==> src/rtl/axi_wr_arbiter.sv <==
// Round-robin write-channel arbiter between masters M0 and M1 sharing one slave AW/W path.
// One write is outstanding at a time; the grant is held until the owner's B handshake.
module axi_wr_arbiter #(
    parameter int ID_W   = 4,
    parameter int ADDR_W = 32,
    parameter int DATA_W = 32
) (
    input  logic                clk,
    input  logic                rst,
    input  logic [ID_W-1:0]     m0_awid,
    input  logic [ADDR_W-1:0]   m0_awaddr,
    input  logic [3:0]          m0_awlen,
    input  logic [2:0]          m0_awsize,
    input  logic [1:0]          m0_awburst,
    input  logic                m0_awvalid,
    output logic                m0_awready,
    input  logic [DATA_W-1:0]   m0_wdata,
    input  logic [DATA_W/8-1:0] m0_wstrb,
    input  logic                m0_wlast,
    input  logic                m0_wvalid,
    output logic                m0_wready,
    input  logic [ID_W-1:0]     m1_awid,
    input  logic [ADDR_W-1:0]   m1_awaddr,
    input  logic [3:0]          m1_awlen,
    input  logic [2:0]          m1_awsize,
    input  logic [1:0]          m1_awburst,
    input  logic                m1_awvalid,
    output logic                m1_awready,
    input  logic [DATA_W-1:0]   m1_wdata,
    input  logic [DATA_W/8-1:0] m1_wstrb,
    input  logic                m1_wlast,
    input  logic                m1_wvalid,
    output logic                m1_wready,
    output logic [ID_W+3:0]     s_awid,
    output logic [ADDR_W-1:0]   s_awaddr,
    output logic [3:0]          s_awlen,
    output logic [2:0]          s_awsize,
    output logic [1:0]          s_awburst,
    output logic                s_awvalid,
    input  logic                s_awready,
    output logic [DATA_W-1:0]   s_wdata,
    output logic [DATA_W/8-1:0] s_wstrb,
    output logic                s_wlast,
    output logic                s_wvalid,
    input  logic                s_wready,
    input  logic                b_hs,
    input  logic [1:0]          b_mid,
    output logic [1:0]          grant,
    output logic                wlast_err
);

    typedef enum logic [1:0] {
        S_IDLE = 2'd0,
        S_ADDR = 2'd1,
        S_DATA = 2'd2,
        S_RESP = 2'd3
    } state_t;

    state_t      state_q, state_d;
    logic [1:0]  grant_q, grant_d;
    logic        last_owner_q, last_owner_d;   // 1'b1 means M1 owned last
    logic [3:0]  len_q, len_d;
    logic [3:0]  beat_q, beat_d;
    logic        wlast_err_q, wlast_err_d;

    logic                sel_m1_s;
    logic [ID_W-1:0]     sel_awid_s;
    logic [ADDR_W-1:0]   sel_awaddr_s;
    logic [3:0]          sel_awlen_s;
    logic [2:0]          sel_awsize_s;
    logic [1:0]          sel_awburst_s;
    logic                sel_awvalid_s;
    logic [DATA_W-1:0]   sel_wdata_s;
    logic [DATA_W/8-1:0] sel_wstrb_s;
    logic                sel_wlast_s;
    logic                sel_wvalid_s;

    assign sel_m1_s      = grant_q[1];
    assign sel_awid_s    = sel_m1_s ? m1_awid    : m0_awid;
    assign sel_awaddr_s  = sel_m1_s ? m1_awaddr  : m0_awaddr;
    assign sel_awlen_s   = sel_m1_s ? m1_awlen   : m0_awlen;
    assign sel_awsize_s  = sel_m1_s ? m1_awsize  : m0_awsize;
    assign sel_awburst_s = sel_m1_s ? m1_awburst : m0_awburst;
    assign sel_awvalid_s = sel_m1_s ? m1_awvalid : m0_awvalid;
    assign sel_wdata_s   = sel_m1_s ? m1_wdata   : m0_wdata;
    assign sel_wstrb_s   = sel_m1_s ? m1_wstrb   : m0_wstrb;
    assign sel_wlast_s   = sel_m1_s ? m1_wlast   : m0_wlast;
    assign sel_wvalid_s  = sel_m1_s ? m1_wvalid  : m0_wvalid;

    assign grant     = grant_q;
    assign wlast_err = wlast_err_q;

    // Next-state logic and the combinational AW/W forwarding of the granted master.
    always_comb begin
        state_d      = state_q;
        grant_d      = grant_q;
        last_owner_d = last_owner_q;
        len_d        = len_q;
        beat_d       = beat_q;
        wlast_err_d  = wlast_err_q;
        s_awid       = {(ID_W+4){1'b0}};
        s_awaddr     = {ADDR_W{1'b0}};
        s_awlen      = 4'd0;
        s_awsize     = 3'd0;
        s_awburst    = 2'd0;
        s_awvalid    = 1'b0;
        s_wdata      = {DATA_W{1'b0}};
        s_wstrb      = {(DATA_W/8){1'b0}};
        s_wlast      = 1'b0;
        s_wvalid     = 1'b0;
        m0_awready   = 1'b0;
        m1_awready   = 1'b0;
        m0_wready    = 1'b0;
        m1_wready    = 1'b0;

        case (state_q)
            S_IDLE: begin
                // On a tie the master that did not own the previous write wins.
                if (m0_awvalid && m1_awvalid) begin
                    grant_d = last_owner_q ? 2'b01 : 2'b10;
                    state_d = S_ADDR;
                end else if (m0_awvalid) begin
                    grant_d = 2'b01;
                    state_d = S_ADDR;
                end else if (m1_awvalid) begin
                    grant_d = 2'b10;
                    state_d = S_ADDR;
                end else begin
                    grant_d = 2'b00;
                    state_d = S_IDLE;
                end
            end
            S_ADDR: begin
                s_awid    = {2'b00, grant_q, sel_awid_s};
                s_awaddr  = sel_awaddr_s;
                s_awlen   = sel_awlen_s;
                s_awsize  = sel_awsize_s;
                s_awburst = sel_awburst_s;
                s_awvalid = sel_awvalid_s;
                if (sel_m1_s) begin
                    m1_awready = s_awready;
                end else begin
                    m0_awready = s_awready;
                end
                if (sel_awvalid_s && s_awready) begin
                    len_d   = sel_awlen_s;
                    beat_d  = 4'd0;
                    state_d = S_DATA;
                end else begin
                    state_d = S_ADDR;
                end
            end
            S_DATA: begin
                s_wdata  = sel_wdata_s;
                s_wstrb  = sel_wstrb_s;
                s_wlast  = sel_wlast_s;
                s_wvalid = sel_wvalid_s;
                if (sel_m1_s) begin
                    m1_wready = s_wready;
                end else begin
                    m0_wready = s_wready;
                end
                if (sel_wvalid_s && s_wready) begin
                    beat_d = beat_q + 4'd1;
                    if (sel_wlast_s) begin
                        state_d = S_RESP;
                        // beat_q is the zero-based index of this last beat.
                        if (beat_q != len_q) begin
                            wlast_err_d = 1'b1;
                        end else begin
                            wlast_err_d = wlast_err_q;
                        end
                    end else begin
                        state_d = S_DATA;
                    end
                end else begin
                    state_d = S_DATA;
                end
            end
            S_RESP: begin
                if (b_hs && (b_mid == grant_q)) begin
                    last_owner_d = grant_q[1];
                    grant_d      = 2'b00;
                    state_d      = S_IDLE;
                end else begin
                    state_d = S_RESP;
                end
            end
            default: begin
                state_d = S_IDLE;
                grant_d = 2'b00;
            end
        endcase
    end

    // State registers with asynchronous reset.
    always_ff @(posedge clk or posedge rst) begin
        if (rst) begin
            state_q      <= S_IDLE;
            grant_q      <= 2'b00;
            last_owner_q <= 1'b1;
            len_q        <= 4'd0;
            beat_q       <= 4'd0;
            wlast_err_q  <= 1'b0;
        end else begin
            state_q      <= state_d;
            grant_q      <= grant_d;
            last_owner_q <= last_owner_d;
            len_q        <= len_d;
            beat_q       <= beat_d;
            wlast_err_q  <= wlast_err_d;
        end
    end

endmodule

==> config.mk <==
export PLATFORM = sky130hd
export DESIGN_NAME = axi_wr_arbiter
export DESIGN_NICKNAME = d
export VERILOG_FILES = /design/src/rtl/axi_wr_arbiter.sv
export SDC_FILE = /design/constraint.sdc
export NUM_CORES = 1
export LEC_CHECK = 0
export BUFFER_PORTS_ARGS = -buffer_cell sky130_fd_sc_hd__buf_4
export CAP_MARGIN = 20
export CORE_AREA = 2 2 105 107
export CTS_CLUSTER_SIZE = 30
export DETAILED_ROUTE_END_ITERATION = 7
export DIE_AREA = 0 0 107 109
export SETUP_SLACK_MARGIN = 0.1
export SKIP_CTS_REPAIR_TIMING = 1
export SYNTH_ARGS = -nofsm -noshare
export SYNTH_HDL_FRONTEND = slang
export SYNTH_SLANG_ARGS = --single-unit
==> constraint.sdc <==
create_clock -name clk -period 2.75 [get_ports clk]
set_clock_uncertainty 0.2 [all_clocks]
set_input_delay 0.825 -clock clk [delete_from_list [all_inputs] [get_ports clk]]
set_output_delay 0.825 -clock clk [all_outputs]
set_load 0.03 [all_outputs]
==> Word-level counts from Yosys, hierarchy flattened <==
Index checks and enable logic that the tools add are counted.
{ "totals": {"reg_bits": 14, "out_inout_bits": 95} }
{ "op_classes": {"n_addsub": 1, "n_eq_ne": 8, "n_mux": 45, "n_reduce_logical": 12} }
{ "ops": {"columns": ["operator", "n"], "rows": [
  ["two-way mux 32 bit", 4],
  ["two-way mux 4 bit", 7],
  ["two-way mux 2 bit", 10],
  ["two-way mux 1 bit", 18],
  ["case mux 2 bit (4 select lines)", 1],
  ["case mux 4 bit (2 select lines)", 1],
  ["two-way mux 3 bit", 2],
  ["two-way mux 6 bit", 1],
  ["!= test 2 bit (second input constant)", 3],
  ["AND reduction 2 bit", 3],
  ["adder 4 x 1 -> 4 bit (second input constant)", 1],
  ["equality test 2 bit (second input constant)", 2],
  ["logical AND 1 bit", 4],
  ["!= test 4 bit", 1],
  ["case mux 2 bit (2 select lines)", 1],
  ["AND reduction 4 bit", 1],
  ["nonzero test 2 bit", 2],
  ["AND reduction 3 bit", 1],
  ["equality test 2 x 1 -> 1 bit (second input constant)", 1],
  ["equality test 2 bit", 1],
  ["zero test 2 bit", 1]
]} }

==> Logic depth before layout (Yosys ltp) <==
Gate-level depths: netlist of run 1.
{ "logic_depth": {"word_depth": 4, "ltp_mapped": 6, "mapped_depth_nobuf": 4} }

==> Worst setup path after synthesis of run 1 <==
OpenSTA, ideal clock, no wires.
{ "synth_timing": {"path_kind": "register to output", "startpoint": "register grant_q[1], in the netlist grant[1]", "endpoint": "output s_awaddr[0]", "arrival_ns": 1.685, "setup_slack_ns": 0.040, "path_stages_with_launch": 7, "path_cell_list": "dfrtp_1 buf_6 buf_6 buf_4 buf_4 mux2i_1 nor2_1"} }
{ "synth_between": {"elab_chain_len": 2} }
{ "synth_lines": {"columns": ["item", "line", "text"], "rows": [
  ["start, declared", "60", "logic [1:0] grant_q, grant_d;"],
  ["start signal, assigned", "207", "grant_q <= grant_d;"],
  ["two-way mux 32 bit", "80", "assign sel_awaddr_s = sel_m1_s ? m1_awaddr : m0_awaddr;"],
  ["two-way mux 32 bit", "116", "case (state_q)"],
  ["end, declared", "35", "output logic [ADDR_W-1:0] s_awaddr,"]
]} }
Every way passes these cells.

==> Worst setup path after layout of run 1 <==
{ "layout_timing": {"startpoint": "register grant_q[1], in the netlist grant[1]", "endpoint": "output s_awlen[1]"} }
{ "layout_between": {"elab_chain_len": 2} }
{ "layout_lines": {"columns": ["item", "line", "text"], "rows": [
  ["two-way mux 4 bit", "81", "assign sel_awlen_s = sel_m1_s ? m1_awlen : m0_awlen;"],
  ["two-way mux 4 bit", "116", null],
  ["end, declared", "36", "output logic [3:0] s_awlen,"]
]} }
Every way passes these cells.

==> impl_metrics.toml, run 1 <==
[outcome]
status = "finished clean"

[synthesis]
synth_area_mm2 = 0.00212
synth_top_cells_by_area = "sky130_fd_sc_hd__mux2i_1, sky130_fd_sc_hd__nor2_1, sky130_fd_sc_hd__dfrtp_1"
post_synth_inst_count = 275
post_synth.cell_area_avg_um2 = 7.70
synth_seq_cells = 14
synthesis_warning_total = 0
number_of_enable_type_register_cells_in_the_synthesized_netlist = 0
synthTopCellsByCount = "sky130_fd_sc_hd__nor2_1, sky130_fd_sc_hd__mux2i_1, sky130_fd_sc_hd__dfrtp_1"
synth_cell_type_count = 39
synth.top_cell.area_share_pct = 39.7
synthMostInstantiatedCell = "sky130_fd_sc_hd__nor2_1"
synthArstFlopShare_pct = 100
synth_top_cell_by_area = "sky130_fd_sc_hd__mux2i_1"
ys_seq_area_share_pct = 16.6
synth_ff_type = "sky130_fd_sc_hd__dfrtp_1"

[clock_tree]
cts_tree = "done"
clk_path_buf_depth = 2
clkLatencyLatePin_ns = 0.24
level_count_of_the_clock_h_tree = 1
clkTransAtPathRegs_ns = 0.06
cts-root-buf = "sky130_fd_sc_hd__clkbuf_8"
cts_sinks = 14
cts_inserted_buffers = 3

[setup_path]
critical_path.max_stage_delay_ns = 0.56
cp.required_ns = 1.73
timing.critical_path.buf_inv = 2
crit_chain = "buf_16, mux2i_1, nor2_1, buf_4"
timing.critical_path.slowest_stage_cell = "sky130_fd_sc_hd__dfrtp_4"
startpoint_type = "register"
critPathCaptureType = "output pin"
classification_of_the_worst_setup_path = "register to output pin"
critical_path_arrival_ns = 1.55
critical_path.max_fanout = 28
cpLargestDelayFamily = "flip-flops"

[floorplan]
design.portCount = 270
row_cnt = 38
height_of_the_chip_um = 109
core_area_mm2 = 0.0106
initial_utilization_pct = 20.0
floorplan.die.width_um = 107
die-area_mm2 = 0.0117

[power]
power_per_cell_area_mw_per_mm2 = 847
ir_drop_uv = 685
leakagePower_nw = 2.23

[place]
place_congestion = 0.840
io_buffer_count = 267
detailed_place_hpwl_um = 7890
pre_cts_slack_ns = 0.211

[drt]
detail_route.wl_per_cell_um = 14.5
num_vias = 2916
wl_um = 9740
drt-initial-drc-count = 123
drt-vias-per-instance = 4.35
detail_route.drc_violations = 0
dr.pass1.iters = 4
route.antenna.remaining_nets = 0

[grt]
grt_most_used_layer = "met2"
grt_pass1_vias = 2732
grt.total_usage_pct = 14.4
grt_use_met2_pct = 28.0
largest_net_degree_at_the_start_of_global_routing = 56
grt_first_pass_wirelength_um = 13800
groute.layer.met1.usage_pct = 17.1
use_met3_pct = 2.03
globalRouteOverflowTotal = 0
number_of_antenna_violations_at_the_first_check_in_global_routing = 0

[timing]
final_critical_path_setup_slack_ns = 0.174
setup-violations-final = 0
max_transition_viols_final = 0
slew_headroom_pct = 64.7
fmaxAchievable_mhz = 388
grt_setup_unrepaired = "true"
fin_tns_setup_ns = 0
worstMarginPinSlew_ns = 0.529
timing.final.hold_violations = 0
final.period_utilization_pct = 93.7
fin_crit_ns = 2.58

[min_path]
worst_min_path_class = "register to register"

[cells_and_area]
fillCellCount = 1040
area_growth_pct = 113
layout-drive-gt1-share_pct = 64.8
finish.net_count = 708
antennaDiodeCount = 0

[run]
cap_viol_max_count = 0
final timing paths:
path	from	end	slack [ns]	cells after the start
min in group asynchronous	rst	beat_q[3]$_DFFE_PP0P_	0.43	2
worst max register to register	grant[1]$_DFFE_PP0P_	beat_q[0]$_DFFE_PP0P_	0.65	5
max in group asynchronous	rst	grant[1]$_DFFE_PP0P_	1.53	2
worst min register to register	len_q[1]$_DFFE_PP0P_	len_q[1]$_DFFE_PP0P_	0.32	1
worst min-delay path	len_q[1]$_DFFE_PP0P_	len_q[1]$_DFFE_PP0P_	0.32	1
worst max-delay path	grant[1]$_DFFE_PP0P_	s_awlen[1]	0.17	4
metrics by stage:
stage / cells / hold WS, ns / total power (W) / util [%] / cell area [um2]
2_1_floorplan: 276 / 0.285 / 0.00251 / - / 2250
5_1_grt: 671 / 0.338 / 0.00404 / 42.5 / 4500
3_5_place_dp: 665 / 0.309 / 0.00359 / 41.4 / 4390
6_report: 671 / 0.316 / 0.00382 / 42.5 / 4500
4_1_cts: 669 / 0.326 / 0.00376 / 41.8 / 4430
3_3_place_gp: 665 / 0.301 / 0.00355 / 41.4 / 4390
where the power goes:
part           internal (W)  leakage (nW)  total [W]  switching [W]
clock              0.000102        0.0228   0.000167      0.0000653
combinational       0.00135          2.04    0.00322        0.00187
sequential         0.000305         0.170   0.000429       0.000124
total               0.00176          2.23    0.00382        0.00205
logic make-up (layout without fill, tap and decap cells):
logic type / after synthesis / after routing / share of synthesized area [%]
adders and majority gates: 1 / 1 / 0.591
other: 1 / 2 / 0.177
and+or+nand+nor: 119 / 119 / 24.5
muxes: 88 / 88 / 42.1
buffers and inverters: 29 / 284 / 7.45
xor gates and xnor gates: 6 / 6 / 2.48
AOI/OAI and AO/OA: 17 / 17 / 6.09
DFF: 14 / 14 / 16.6
flip-flops by register name, indices dropped and copies added (netlist names):
signal        cells
last_owner_q      1
beat_q            4
grant             2
wlast_err         1
state_q           2
len_q             4
final cells by class:
type,instances,area (um2),area share (%)
Sequential cell,14,357,7.92
Multi-Input combinational cell,233,1760,39.1
Tap cell,140,175,3.89
Timing Repair Buffer,275,2150,47.7
Clock buffer,4,45.0,1.00
Inverter,5,18.8,0.417
worst register-to-register path: stages, from the launching register on:
cell and delay (ns):
sky130_fd_sc_hd__dfrtp_4 0.56, sky130_fd_sc_hd__buf_16 0.21, sky130_fd_sc_hd__mux2i_1 0.17, sky130_fd_sc_hd__buf_4 0.16
sky130_fd_sc_hd__o22ai_1 0.31, sky130_fd_sc_hd__mux2_2 0.37
cells in the final DEF, fill, tap and decap left out, types with 3 or more instances in the layout:
| cell | Yosys | routed |
|---|---|---|
| sky130_fd_sc_hd__buf_4 | 8 | 270 |
| sky130_fd_sc_hd__mux2i_1 | 84 | 82 |
| sky130_fd_sc_hd__nor2_2 | 0 | 52 |
| sky130_fd_sc_hd__nor2_1 | 89 | 37 |
| sky130_fd_sc_hd__dfrtp_1 | 13 | 11 |
| sky130_fd_sc_hd__nand2_1 | 7 | 7 |
| sky130_fd_sc_hd__xor2_1 | 6 | 6 |
| sky130_fd_sc_hd__nand3_1 | 5 | 5 |
| sky130_fd_sc_hd__inv_1 | 5 | 5 |
| sky130_fd_sc_hd__a32o_1 | 4 | 4 |
| sky130_fd_sc_hd__o31ai_1 | 3 | 3 |
| sky130_fd_sc_hd__a21oi_1 | 3 | 3 |
| sky130_fd_sc_hd__clkbuf_8 | 0 | 3 |
routing by layer:
| metal | vias up | wire [um] |
|---|---|---|
| met4 | 0 | 60 |
| met3 | 6 | 672 |
| met5 | - | 0 |
| met1 | 1328 | 3820 |
| li1 | 1455 | - |
| met2 | 127 | 5190 |
Power figures use the tool's default switching activity.
==> inputs of run 2 (changes only) <==
--- a/config.mk
+++ b/config.mk
@@ -5,12 +5,13 @@
 export SDC_FILE = /design/constraint.sdc
 export NUM_CORES = 1
 export LEC_CHECK = 0
-export BUFFER_PORTS_ARGS = -buffer_cell sky130_fd_sc_hd__buf_4
+export ABC_AREA = 1
 export CAP_MARGIN = 20
-export CORE_AREA = 2 2 105 107
+export CORE_AREA = 2 2 104 106
 export CTS_CLUSTER_SIZE = 30
 export DETAILED_ROUTE_END_ITERATION = 7
-export DIE_AREA = 0 0 107 109
+export DIE_AREA = 0 0 106 108
+export DONT_BUFFER_PORTS = 1
 export SETUP_SLACK_MARGIN = 0.1
 export SKIP_CTS_REPAIR_TIMING = 1
 export SYNTH_ARGS = -nofsm -noshare
==> impl_metrics.toml, run 2 <==
[synthesis]
synthTopCellsByCount = "sky130_fd_sc_hd__nand2_1, sky130_fd_sc_hd__a21oi_1, sky130_fd_sc_hd__inv_1"
synthMostInstantiatedCell = "sky130_fd_sc_hd__nand2_1"
synthesis_warning_total = 0
post_synth.cell_area_avg_um2 = 5.30
synth_top_cells_by_area = "sky130_fd_sc_hd__nand2_1, sky130_fd_sc_hd__a21oi_1, sky130_fd_sc_hd__dfrtp_1"
synth_area_mm2 = 0.00211
synth.top_cell.area_share_pct = 34.6
synth_fa_ha_area_share_pct = 0.592
synth_xor_area_share_pct = 2.07
post_synth_and_or_nand_nor_area_fraction_pct = 43.7
synth.area.mux_share_pct = 1.42
ys_seq_area_share_pct = 16.6
synthArstFlopShare_pct = 100
synth_compound_gate_area_share_pct = 22.0
synth_ff_type = "sky130_fd_sc_hd__dfrtp_1"
synth_cell_type_count = 28
post_synth_inst_count = 399
synth_top_cell_by_area = "sky130_fd_sc_hd__nand2_1"
number_of_enable_type_register_cells_in_the_synthesized_netlist = 0
synth_seq_cells = 14
synth_top_family_by_area = "simple AND/OR/NAND/NOR gates"

[floorplan]
height_of_the_chip_um = 108
row_cnt = 37
floorplan.die.width_um = 106
die-area_mm2 = 0.0114
initial_utilization_pct = 20.7
design.portCount = 270
core_area_mm2 = 0.0102

[drt]
drt-initial-drc-count = 297
detail_route.drc_violations = 0
num_vias = 2941
drt-vias-per-instance = 4.83
route.antenna.remaining_nets = 0
dr.pass1.iters = 4
wl_um = 9950
detail_route.wl_per_cell_um = 16.3

[timing]
timing.final.hold_violations = 0
fmaxAchievable_mhz = 383
slew_headroom_pct = 61.7
fin_crit_ns = 2.61
setup-violations-final = 0
grt_setup_unrepaired = "true"
final.period_utilization_pct = 94.9
worstMarginPinSlew_ns = 0.574
max_transition_viols_final = 0
fin_tns_setup_ns = 0

[cells_and_area]
layout.cells.most_common = "sky130_fd_sc_hd__nand2_1"
top_regs = "beat_q: 4 flops, len_q: 4 flops"
area_growth_pct = 43.3
commonest_cells_after_routing_fill_and_taps_aside = "sky130_fd_sc_hd__nand2_1, sky130_fd_sc_hd__buf_4, sky130_fd_sc_hd__a21oi_1"
finish.net_count = 649
fillCellCount = 1121
layout-drive-gt1-share_pct = 26.7
stdcell_count = 609

[setup_path]
cpLargestDelayFamily = "flip-flops"
cp.required_ns = 1.73
startpoint_type = "register"
critical_path.max_stage_delay_ns = 0.50
critical_path_arrival_ns = 1.58
timing.critical_path.slowest_stage_cell = "sky130_fd_sc_hd__dfrtp_4"
critPathCaptureType = "output pin"
classification_of_the_worst_setup_path = "register to output pin"
timing.critical_path.buf_inv = 2
critical_path.max_fanout = 52
crit_chain = "buf_16, mux2i_1, nor2_1, buf_4"

[grt]
use_met3_pct = 2.77
groute.layer.met1.usage_pct = 17.7
grt_pass1_vias = 2424
grt_use_met2_pct = 25.9
largest_net_degree_at_the_start_of_global_routing = 53
globalRouteOverflowTotal = 0
grt.total_usage_pct = 14.2
grt_first_pass_wirelength_um = 12900
number_of_antenna_violations_at_the_first_check_in_global_routing = 1
grt_most_used_layer = "met2"

[clock_tree]
clk_path_buf_depth = 2
cts_tree = "done"
cts_inserted_buffers = 3
cts_sinks = 14
cts-root-buf = "sky130_fd_sc_hd__clkbuf_8"
level_count_of_the_clock_h_tree = 1
clkLatencyLatePin_ns = 0.25
clkTransAtPathRegs_ns = 0.06

[place]
cell_total_after_placement = 601
detailed_place_hpwl_um = 7820
io_buffer_count = 0
place_congestion = 0.753

[power]
power_per_cell_area_mw_per_mm2 = 1280
ir_drop_uv = 444
leakagePower_nw = 1.59

[run]
cap_viol_max_count = 0

[outcome]
status = "finished clean"

[min_path]
worst_min_path_class = "register to register"
run 2: cell types whose count changed in the layout (fill, tap and decap cells not counted), moves of 7 or more:
| cell | delta |
|---|---|
| sky130_fd_sc_hd__mux2i_1 | -81 |
| sky130_fd_sc_hd__inv_1 | +16 |
| sky130_fd_sc_hd__a21oi_2 | +7 |
| sky130_fd_sc_hd__nor2_2 | -52 |
| sky130_fd_sc_hd__buf_4 | -177 |
| sky130_fd_sc_hd__nor2_1 | -20 |
| sky130_fd_sc_hd__nand3_1 | +7 |
| sky130_fd_sc_hd__a21oi_1 | +70 |
| sky130_fd_sc_hd__nand2_1 | +188 |
run 2: layer usage:
| metal | routed length (um) | up-vias |
|---|---|---|
| met5 | 0 | - |
| met4 | 83 | 0 |
| met3 | 775 | 4 |
| met2 | 5070 | 166 |
| met1 | 4020 | 1369 |
| li1 | - | 1402 |
run 2: final timing paths:
check                           cells past startpoint  slack [ns]                    end                 start
worst max-delay path                                4        0.14             s_awlen[1]  grant[1]$_DFFE_PP0P_
worst min-delay path                                2        0.30   len_q[3]$_DFFE_PP0P_  len_q[3]$_DFFE_PP0P_
worst max register to register                      8        0.64  beat_q[0]$_DFFE_PP0P_  grant[1]$_DFFE_PP0P_
worst min register to register                      2        0.30   len_q[3]$_DFFE_PP0P_  len_q[3]$_DFFE_PP0P_
max in group asynchronous                           1        1.61   grant[1]$_DFFE_PP0P_                   rst
min in group asynchronous                           1        0.32   len_q[3]$_DFFE_PP0P_                   rst
run 2: cells by family (layout without fill, tap and decap cells):
logic type	Yosys count	in the layout
other	1	3
AOI/OAI and AO/OA	87	87
xor gates and xnor gates	5	5
muxes	3	3
buffers and inverters	53	125
and+or+nand+nor	235	235
DFF	14	14
adders and majority gates	1	1
run 2: worst register-to-register path: stages, from the launching register on:
cell and delay (ns):
sky130_fd_sc_hd__dfrtp_4 0.54, sky130_fd_sc_hd__inv_6 0.14, sky130_fd_sc_hd__clkbuf_16 0.22, sky130_fd_sc_hd__nand2_2 0.10, sky130_fd_sc_hd__a21oi_4 0.27, sky130_fd_sc_hd__nand2_2 0.25, sky130_fd_sc_hd__nand2_1 0.19, sky130_fd_sc_hd__nand2_1 0.07
sky130_fd_sc_hd__nand2_1 0.07
run 2: layout make-up:
type / instances / area, um2 / share of cell area (%)
Multi-Input combinational cell: 333 / 1520 / 50.0
Inverter: 22 / 87.6 / 2.89
Timing Repair Buffer: 99 / 843 / 27.8
Sequential cell: 14 / 355 / 11.7
Antenna cell: 1 / 2.50 / 0.0826
Clock buffer: 4 / 55.1 / 1.82
Tap cell: 136 / 170 / 5.62
run 2: where the power goes:
part           switching, W  internal [W]  leakage [nW]  total, W
Clock             0.0000778      0.000127        0.0288  0.000205
Combinational       0.00220       0.00110          1.38   0.00330
Sequential        0.0000975      0.000288         0.173  0.000385
Total               0.00238       0.00151          1.59   0.00389
run 2: metrics by stage:
step	power (W)	util (%)	worst slack, ns	hold WS, ns	instance area (um2)
CTS	0.00375	28.6	0.0948	0.298	2920
global placement	0.00345	28.0	0.416	0.271	2870
global route	0.00414	29.6	0.0722	0.320	3030
floorplan	0.00256	-	0.148	0.261	2120
detailed placement	0.00353	28.0	0.374	0.283	2870
finish	0.00389	29.6	0.141	0.298	3030
